`config.mk`:
```
export PLATFORM = sky130hd
export DESIGN_NAME = adbg_top_sel_flat
export DESIGN_NICKNAME = d
export VERILOG_FILES = /design/src/rtl/adbg_pkg.sv /design/src/rtl/adbg_top_sel_if.sv /design/src/rtl/adbg_tdo_mux.sv /design/src/rtl/adbg_top_sel.sv /design/src/flat_wrapper.sv
export SDC_FILE = /design/constraint.sdc
export NUM_CORES = 1
export LEC_CHECK = 0
export CORE_MARGIN = 4
export CORE_UTILIZATION = 30
export CTS_CLUSTER_SIZE = 8
export DETAILED_ROUTE_END_ITERATION = 6
export GPL_ROUTABILITY_DRIVEN = 0
export PLACE_DENSITY = 0.64
export SYNTH_ARGS = -nofsm -noshare
export SYNTH_HDL_FRONTEND = slang
export SYNTH_SLANG_ARGS = --single-unit
```
`constraint.sdc`:
```
create_clock -name tck_i -period 1.7 [get_ports tck_i]
set_clock_uncertainty 0.05 [all_clocks]
set_input_delay 0.255 -clock tck_i [delete_from_list [all_inputs] [get_ports tck_i]]
set_output_delay 0.255 -clock tck_i [all_outputs]
set_load 0.1 [all_outputs]
```
`src/rtl/adbg_pkg.sv`:
```
// Shared constants for the advanced debug interface module selector:
// default widths, select-command bit position and status word layout.
package adbg_pkg;

    localparam int DEF_NUM_MODULES     = 3;
    localparam int DEF_MODULE_ID_WIDTH = 5;
    localparam int DEF_SHIFT_WIDTH     = 64;

    // The select-command flag sits in the MSB of the DR shift register.
    function automatic int cmd_bit_pos(input int shift_width);
        return shift_width - 1;
    endfunction

    function automatic int status_err_bit(input int id_width);
        return id_width + 1;
    endfunction

    function automatic int status_valid_bit(input int id_width);
        return id_width;
    endfunction

endpackage

```
`src/rtl/adbg_top_sel_if.sv`:
```
// TAP-side serial/control bundle between the JTAG TAP controller and the
// debug-module selector.
interface adbg_top_sel_if;
    logic tdi_i;
    logic tdo_o;
    logic debug_select_i;
    logic capture_dr_i;
    logic shift_dr_i;
    logic update_dr_i;

    modport master (
        output tdi_i, debug_select_i, capture_dr_i, shift_dr_i, update_dr_i,
        input  tdo_o
    );

    modport slave (
        input  tdi_i, debug_select_i, capture_dr_i, shift_dr_i, update_dr_i,
        output tdo_o
    );
endinterface

```
`src/rtl/adbg_tdo_mux.sv`:
```
// N:1 TDO router: selected module TDO when a valid selection exists, status bit otherwise.
// Define ADBG_TOP_SEL_TDO_REG_EN to register the output (1 TCK latency, resets to 0).
module adbg_tdo_mux #(
    parameter int NUM_MODULES = adbg_pkg::DEF_NUM_MODULES
) (
`ifdef ADBG_TOP_SEL_TDO_REG_EN
    input  logic                   tck_i,
    input  logic                   trst_i,
`endif
    input  logic [NUM_MODULES-1:0] sel_onehot,
    input  logic [NUM_MODULES-1:0] module_tdo,
    input  logic                   sel_valid,
    input  logic                   status_bit,
    output logic                   tdo
);

    logic tdo_mux;

    // sel_onehot is all-zero unless sel_valid, so AND-OR is an exact N:1 mux.
    assign tdo_mux = sel_valid ? |(module_tdo & sel_onehot) : status_bit;

`ifdef ADBG_TOP_SEL_TDO_REG_EN
    always_ff @(posedge tck_i) begin
        if (trst_i) tdo <= 1'b0;
        else        tdo <= tdo_mux;
    end
`else
    assign tdo = tdo_mux;
`endif

endmodule

```
`src/rtl/adbg_top_sel.sv`:
```
// Debug-module selector: owns the shared DR shift register, decodes select commands
// into a one-hot module select, and routes TDO. Optional macro: ADBG_TOP_SEL_TDO_REG_EN.
module adbg_top_sel
    import adbg_pkg::*;
#(
    parameter int NUM_MODULES     = DEF_NUM_MODULES,
    parameter int MODULE_ID_WIDTH = DEF_MODULE_ID_WIDTH,
    parameter int SHIFT_WIDTH     = DEF_SHIFT_WIDTH
) (
    input  logic                       tck_i,
    input  logic                       trst_i,
    adbg_top_sel_if.slave              tap,
    output logic [SHIFT_WIDTH-1:0]     data_register_o,
    output logic [NUM_MODULES-1:0]     module_select_o,
    input  logic [NUM_MODULES-1:0]     module_tdo_i,
    input  logic [NUM_MODULES-1:0]     module_inhibit_i,
    output logic [MODULE_ID_WIDTH-1:0] module_id_o,
    output logic                       sel_err_o
);

    localparam int CMD_BIT   = cmd_bit_pos(SHIFT_WIDTH);
    localparam int ERR_BIT   = status_err_bit(MODULE_ID_WIDTH);
    localparam int VALID_BIT = status_valid_bit(MODULE_ID_WIDTH);
    localparam int STAT_W    = MODULE_ID_WIDTH + 2;

    localparam logic [MODULE_ID_WIDTH:0] NUM_MOD_W = (MODULE_ID_WIDTH+1)'(NUM_MODULES);

    logic [SHIFT_WIDTH-1:0]     sr;
    logic [STAT_W-1:0]          stat;
    logic [STAT_W-1:0]          stat_capture;
    logic [MODULE_ID_WIDTH-1:0] id_field;
    logic                       sel_valid;
    logic                       do_shift;
    logic                       do_capture;
    logic                       sel_req;
    logic                       id_in_range;

    assign do_shift   = tap.debug_select_i && tap.shift_dr_i;
    assign do_capture = tap.debug_select_i && tap.capture_dr_i;

    // Decoded from the pre-edge register so a coincident (illegal) shift does not corrupt it.
    assign id_field    = sr[CMD_BIT-1 -: MODULE_ID_WIDTH];
    assign id_in_range = {1'b0, id_field} < NUM_MOD_W;
    assign sel_req     = tap.debug_select_i && tap.update_dr_i && sr[CMD_BIT]
                         && !(|module_inhibit_i);

    always_ff @(posedge tck_i) begin
        if (trst_i) begin
            sr <= '0;
        end else if (do_shift) begin
            sr <= {tap.tdi_i, sr[SHIFT_WIDTH-1:1]};
        end
    end

    always_ff @(posedge tck_i) begin
        if (trst_i) begin
            module_id_o <= '0;
            sel_valid   <= 1'b0;
            sel_err_o   <= 1'b0;
        end else if (sel_req) begin
            if (id_in_range) begin
                module_id_o <= id_field;
                sel_valid   <= 1'b1;
                sel_err_o   <= 1'b0;
            end else begin
                sel_valid   <= 1'b0;
                sel_err_o   <= 1'b1;
            end
        end
    end

    always_comb begin
        stat_capture                      = '0;
        stat_capture[ERR_BIT]             = sel_err_o;
        stat_capture[VALID_BIT]           = sel_valid;
        stat_capture[MODULE_ID_WIDTH-1:0] = module_id_o;
    end

    always_ff @(posedge tck_i) begin
        if (trst_i) begin
            stat <= '0;
        end else if (do_capture) begin
            stat <= stat_capture;
        end else if (do_shift) begin
            stat <= {1'b0, stat[STAT_W-1:1]};
        end
    end

    always_comb begin
        module_select_o = '0;
        for (int i = 0; i < NUM_MODULES; i++) begin
            module_select_o[i] = sel_valid && (module_id_o == MODULE_ID_WIDTH'(i));
        end
    end

    assign data_register_o = sr;

    adbg_tdo_mux #(
        .NUM_MODULES (NUM_MODULES)
    ) u_tdo_mux (
`ifdef ADBG_TOP_SEL_TDO_REG_EN
        .tck_i       (tck_i),
        .trst_i      (trst_i),
`endif
        .sel_onehot  (module_select_o),
        .module_tdo  (module_tdo_i),
        .sel_valid   (sel_valid),
        .status_bit  (stat[0]),
        .tdo         (tap.tdo_o)
    );

endmodule

```
`src/flat_wrapper.sv`:
```
// flat-port wrapper written by rule: the top's interface ports become plain ports
module adbg_top_sel_flat import adbg_pkg::*;
#(
    parameter int NUM_MODULES     = DEF_NUM_MODULES,
    parameter int MODULE_ID_WIDTH = DEF_MODULE_ID_WIDTH,
    parameter int SHIFT_WIDTH     = DEF_SHIFT_WIDTH
)
  (tck_i, trst_i, data_register_o, module_select_o, module_tdo_i, module_inhibit_i, module_id_o, sel_err_o, tap_tdi_i, tap_debug_select_i, tap_capture_dr_i, tap_shift_dr_i, tap_update_dr_i, tap_tdo_o);
  adbg_top_sel_if tap_i ();
  input  logic tck_i;
  input  logic trst_i;
  output logic [SHIFT_WIDTH-1:0] data_register_o;
  output logic [NUM_MODULES-1:0] module_select_o;
  input  logic [NUM_MODULES-1:0] module_tdo_i;
  input  logic [NUM_MODULES-1:0] module_inhibit_i;
  output logic [MODULE_ID_WIDTH-1:0] module_id_o;
  output logic sel_err_o;
  input wire logic [$bits(tap_i.tdi_i)-1:0] tap_tdi_i;
  input wire logic [$bits(tap_i.debug_select_i)-1:0] tap_debug_select_i;
  input wire logic [$bits(tap_i.capture_dr_i)-1:0] tap_capture_dr_i;
  input wire logic [$bits(tap_i.shift_dr_i)-1:0] tap_shift_dr_i;
  input wire logic [$bits(tap_i.update_dr_i)-1:0] tap_update_dr_i;
  output wire logic [$bits(tap_i.tdo_o)-1:0] tap_tdo_o;
  assign tap_i.tdi_i = tap_tdi_i;
  assign tap_i.debug_select_i = tap_debug_select_i;
  assign tap_i.capture_dr_i = tap_capture_dr_i;
  assign tap_i.shift_dr_i = tap_shift_dr_i;
  assign tap_i.update_dr_i = tap_update_dr_i;
  assign tap_tdo_o = tap_i.tdo_o;
  adbg_top_sel #(.NUM_MODULES(NUM_MODULES), .MODULE_ID_WIDTH(MODULE_ID_WIDTH), .SHIFT_WIDTH(SHIFT_WIDTH)) u_core (.tck_i(tck_i), .trst_i(trst_i), .tap(tap_i), .data_register_o(data_register_o), .module_select_o(module_select_o), .module_tdo_i(module_tdo_i), .module_inhibit_i(module_inhibit_i), .module_id_o(module_id_o), .sel_err_o(sel_err_o));
endmodule
```
## Yosys cells after proc, flatten, opt, wreduce, memory -nomap -nowiden

Cells that the tools add are included.

- Multiplexer cells: 5
- Eq/ne operators: 2
- Bitwise logic cells: 1
- Reduce and logical (&&, ||, !) cells: 14
- Magnitude comparators: 1

Operators with widths:

| operator | count |
|---|---|
| 7-bit 2-to-1 mux | 2 |
| 1-bit logical AND | 8 |
| 3-bit OR reduction | 2 |
| 5-bit by 1-bit equality test with 1-bit output, second input constant | 1 |
| 5-bit by 2-bit equality test with 1-bit output, second input constant | 1 |
| 5-bit zero test | 1 |
| 5-bit by 2-bit < comparator with 1-bit output, second input constant | 1 |
| 3-bit AND | 1 |
| 1-bit 2-to-1 mux | 3 |
| 2-bit AND reduction | 1 |
| 2-bit nonzero test | 1 |
| 1-bit zero test | 1 |

- Output and inout port bits: 74
- Flip-flop bits (word level): 78
- Bits of input ports: 13
- Logic and storage cells: 28

## Longest topological paths before layout

- Word-level depth: 5
- Gate-level depth with buffers: 5
- Mapped depth without buffers: 3

## By module

Synthesis repeated with hierarchy kept, for this count alone.

- Cell total of the unflattened synthesis: 349
- Area total of the unflattened synthesis: 2802.7 um^2

By module, submodules not included:

| module | times used | cells each | area an instance (um^2) |
|---|---|---|---|
| adbg_top_sel | 1 | 346 | 2783.9 |
| adbg_tdo_mux | 1 | 3 | 18.8 |

## Least setup slack after synthesis

OpenSTA, ideal clock, no wires.

- Kind: register -> output
- Start point: reg u_core.module_id_o[2]
- End point: out module_select_o[2]
- Required time: 1395 ps
- Data arrival time: 3581 ps
- Setup slack: -2186 ps
- Cell stages (with the launch flop): 3
- Buffers on the path: 0
- Path through: dfxtp_1 -> or4b_4 -> nor3b_1

- Cells in the longest elaborated chain, start to end: 2

Ends and longest elaborated chain:

| item | line | text |
|---|---|---|
| start, declared | adbg_top_sel.sv:17 | `output logic [MODULE_ID_WIDTH-1:0] module_id_o,` |
| start signal, assigned | adbg_top_sel.sv:62 | `module_id_o <= id_field;` |
| 5-bit by 2-bit equality test with 1-bit output | adbg_top_sel.sv:92 | `module_select_o[i] = sel_valid && (module_id_o == MODULE_ID_WIDTH'(i));` |
| 1-bit logical AND | adbg_top_sel.sv:92 |  |
| end, declared | flat_wrapper.sv:13 | `output logic [NUM_MODULES-1:0] module_select_o;` |

Every way passes these cells.

## Worst setup path after layout

- Start point: reg u_core.module_id_o[2]
- End point: out tap_tdo_o

- Cells in the longest elaborated chain, start to end: 5

Ends and longest elaborated chain:

| item | line | text |
|---|---|---|
| 5-bit by 1-bit equality test with 1-bit output, or another cell as far along | adbg_top_sel.sv:92 |  |
| 1-bit logical AND | adbg_top_sel.sv:92 |  |
| 3-bit AND (*) | adbg_tdo_mux.sv:20 | `assign tdo_mux = sel_valid ? \|(module_tdo & sel_onehot) : status_bit;` |
| 3-bit OR reduction (*) | adbg_tdo_mux.sv:20 |  |
| 1-bit 2-to-1 mux (*) | adbg_tdo_mux.sv:20 |  |
| end, declared | flat_wrapper.sv:23 | `output wire logic [$bits(tap_i.tdo_o)-1:0] tap_tdo_o;` |

Every way passes the cells marked *; elsewhere a longest branch is shown, timed or not.

==> metrics <==
status finished with violations; failing checks negative setup slack; WL final ~7000 um; row count 35; Post-synth top flop dfxtp_1; pin slew with the least headroom to its limit roughly 0.57 ns; Worst-Skew Late Latency 0.34 ns; leading cell types in the layout, fill and taps excluded nand2_1 (141), buf_12 (78), dfxtp_1 (68), a21oi_1 (65); clock root cell clkbuf_8; Worst setup SP type flop; Setup WS post-layout -0.440 ns; Die Width 105 um; Hold Crit Depth 2; flops & latches, synth 78; Post-DRT Antenna Nets 0; crit path max fanout 3; Placement Cell Area between 0.004 and 0.005 mm2; number of flops mapped to enable cells by yosys 0; H-Tree Depth 3; max-cap violations 0; Worst Hold Class primary input to flop; IO Pins slightly below 90; area delta synth->final 72.7%; Async SR Flop Fraction 0%; leakage between 1.5 and 2 nW; CORE AREA a little over 0.009 mm2; RR Startpoint u_core.data_register_o[59]; Setup CP Type flop to primary output; Vias/cell between 4 and 5; Netlist cell types 26; final-report max-slew violation count 0; antenna violations before repair 0; reg2reg setup slack 0.23 ns; Clock Path Buffers 2; most common cell after layout, fill and taps aside nand2_1; post-DP HPWL about 5000 um; worst vdd ir around 0.00035 V; Final period util 126%; n_diodes 0; Critical Path End Type primary output; final setup vio count 4; Net count, final 450; Starting DRT DRC Count roughly 150; total power about 3.3 mW; Starting Density between 30% and 40%; final-report hold violation count 0; unrepaired setup endpoints after global routing yes; CTS sink count about 80; syn nets approximately 360; Syn Area/Cell between 8 and 9 um2; Worst EP required between 1 and 1.5 ns; yosys warns 0; drt pass-1 iters 4; Place WS -0.110 ns; TritonCTS clock tree built; number of global-route vias before repair around 2400; worst hold margin 0.358 ns; total track usage 13.1%; share of layout cells above drive strength 1 28.3%; arrival time at the worst endpoint between 1.5 and 2 ns; cells after synthesis between 300 and 400; total CTS buffers 9; DIE HEIGHT 105 um; die area roughly 0.011 mm2; Clk pin slew, worst setup/hold paths ~0.08 ns; pin count of the biggest net entering global routing 46; FMAX around 0.47 GHz; Remaining Overflow, GRT 0; sequential cell area fraction in the yosys report between 50% and 60%; first-pass GRT wire length ~12000 um; Post-Layout Inst Area 0.00487 mm2; hold path endpoint u_core.data_register_o[59]; reg-to-reg endpoint u_core.module_id_o[0]; WL/cell about 13 um; relative slew slack between 60% and 70%; Port-buffer cells 86; fin util a little over half; power per cell area 678 mW/mm2; reg2reg path depth 4; HP Start trst_i; minimum clock period around 2.1 ns; vias around 2600; Post-Syn Area about 0.0028 mm2; DR DRC count 0
cell usage after synthesis, drive strengths merged (2+ instances only):
cell type / n / area [um2]
nand2b: 3 / 18.8
buf: 6 / 25.0
nand2: 142 / 533
dfxtp: 78 / 1560
inv: 2 / 7.51
nor3b: 5 / 42.5
a21oi: 65 / 325
clkbuf: 19 / 71.3
a311oi: 6 / 52.6
nand3: 2 / 10.0
mux2i: 3 / 30.0
nor3: 2 / 10.0
nor2: 6 / 22.5
worst max path at each step:
stage,start,end,slack [ns],cells past startpoint
6_report,u_core.module_id_o[2],tap_tdo_o,-0.44,4
5_1_grt,u_core.module_id_o[2],module_select_o[2],-0.51,4
4_1_cts,u_core.module_id_o[2],tap_tdo_o,-0.45,4
3_5_place_dp,u_core.module_id_o[2],tap_tdo_o,-0.11,4
3_3_place_gp,u_core.module_id_o[2],tap_tdo_o,-0.09,4
2_1_floorplan,u_core.module_id_o[2],tap_tdo_o,-1.08,3
state kept, by name (all words and copies together), names as in the netlist:
signal and cells:
u_core.sel_valid 1, u_core.stat 7, u_core.sel_err_o 1, u_core.data_register_o 64, u_core.module_id_o 5
kinds of logic (layout without fill, tap and decap cells):
family | Yosys count | after routing | share of synthesized area [%]
mux | 3 | 3 | 1.06
simple gates | 166 | 166 | 24.8
flops | 78 | 78 | 55.3
compound gates | 76 | 76 | 15.1
buf+inv | 27 | 119 | 3.68
layout make-up:
class / instances / area, um2
Sequential cell: 78 / 1580
Tap cell: 111 / 139
Fill cell: 813 / 4320
Timing Repair Buffer: 101 / 1760
Clock inverter: 5 / 33.8
Inverter: 2 / 7.51
Clock buffer: 11 / 151
Multi-Input combinational cell: 245 / 1200
metrics by stage:
| stage | setup TNS (ns) | instances |
|---|---|---|
| after floorplan | -3.53 | 350 |
| after global placement | -0.266 | 536 |
| after detailed placement | -1.25 | 536 |
| after CTS | -1.67 | 553 |
| after global routing | -1.90 | 553 |
| final | -1.63 | 553 |
report_power, final:
part           internal, mW  switching [mW]
combinational        0.0742           0.129
sequential             1.83         0.00803
clock                 0.607           0.656
critical path, cell delays in order (launching register included):
cell     delay, ns
dfxtp_4       0.34
or4b_4        0.57
nor3b_4       0.22
a221o_4       0.20
buf_12        0.17
metal layers:
metal | track usage, % | up-vias | wire, um | share of wire (%)
met3 | 6.67 | 6 | 550 | 7.8
li1 | - | 1323 | - | -
met2 | 21.3 | 70 | 3330 | 47
met4 | 2.81 | 0 | 61 | 0.87
met1 | 15.5 | 1188 | 3090 | 44
met5 | 0 | - | 0 | 0
repair_timing:
action | CTS | global route
hold buffers | 0 | 0
buffers inserted | 1 | 0
pin swaps | 2 | 0
endpoints found under the setup margin | 4 | 4
gates resized for setup | 2 | 0
Note: power is estimated with default switching activity, not from simulation.
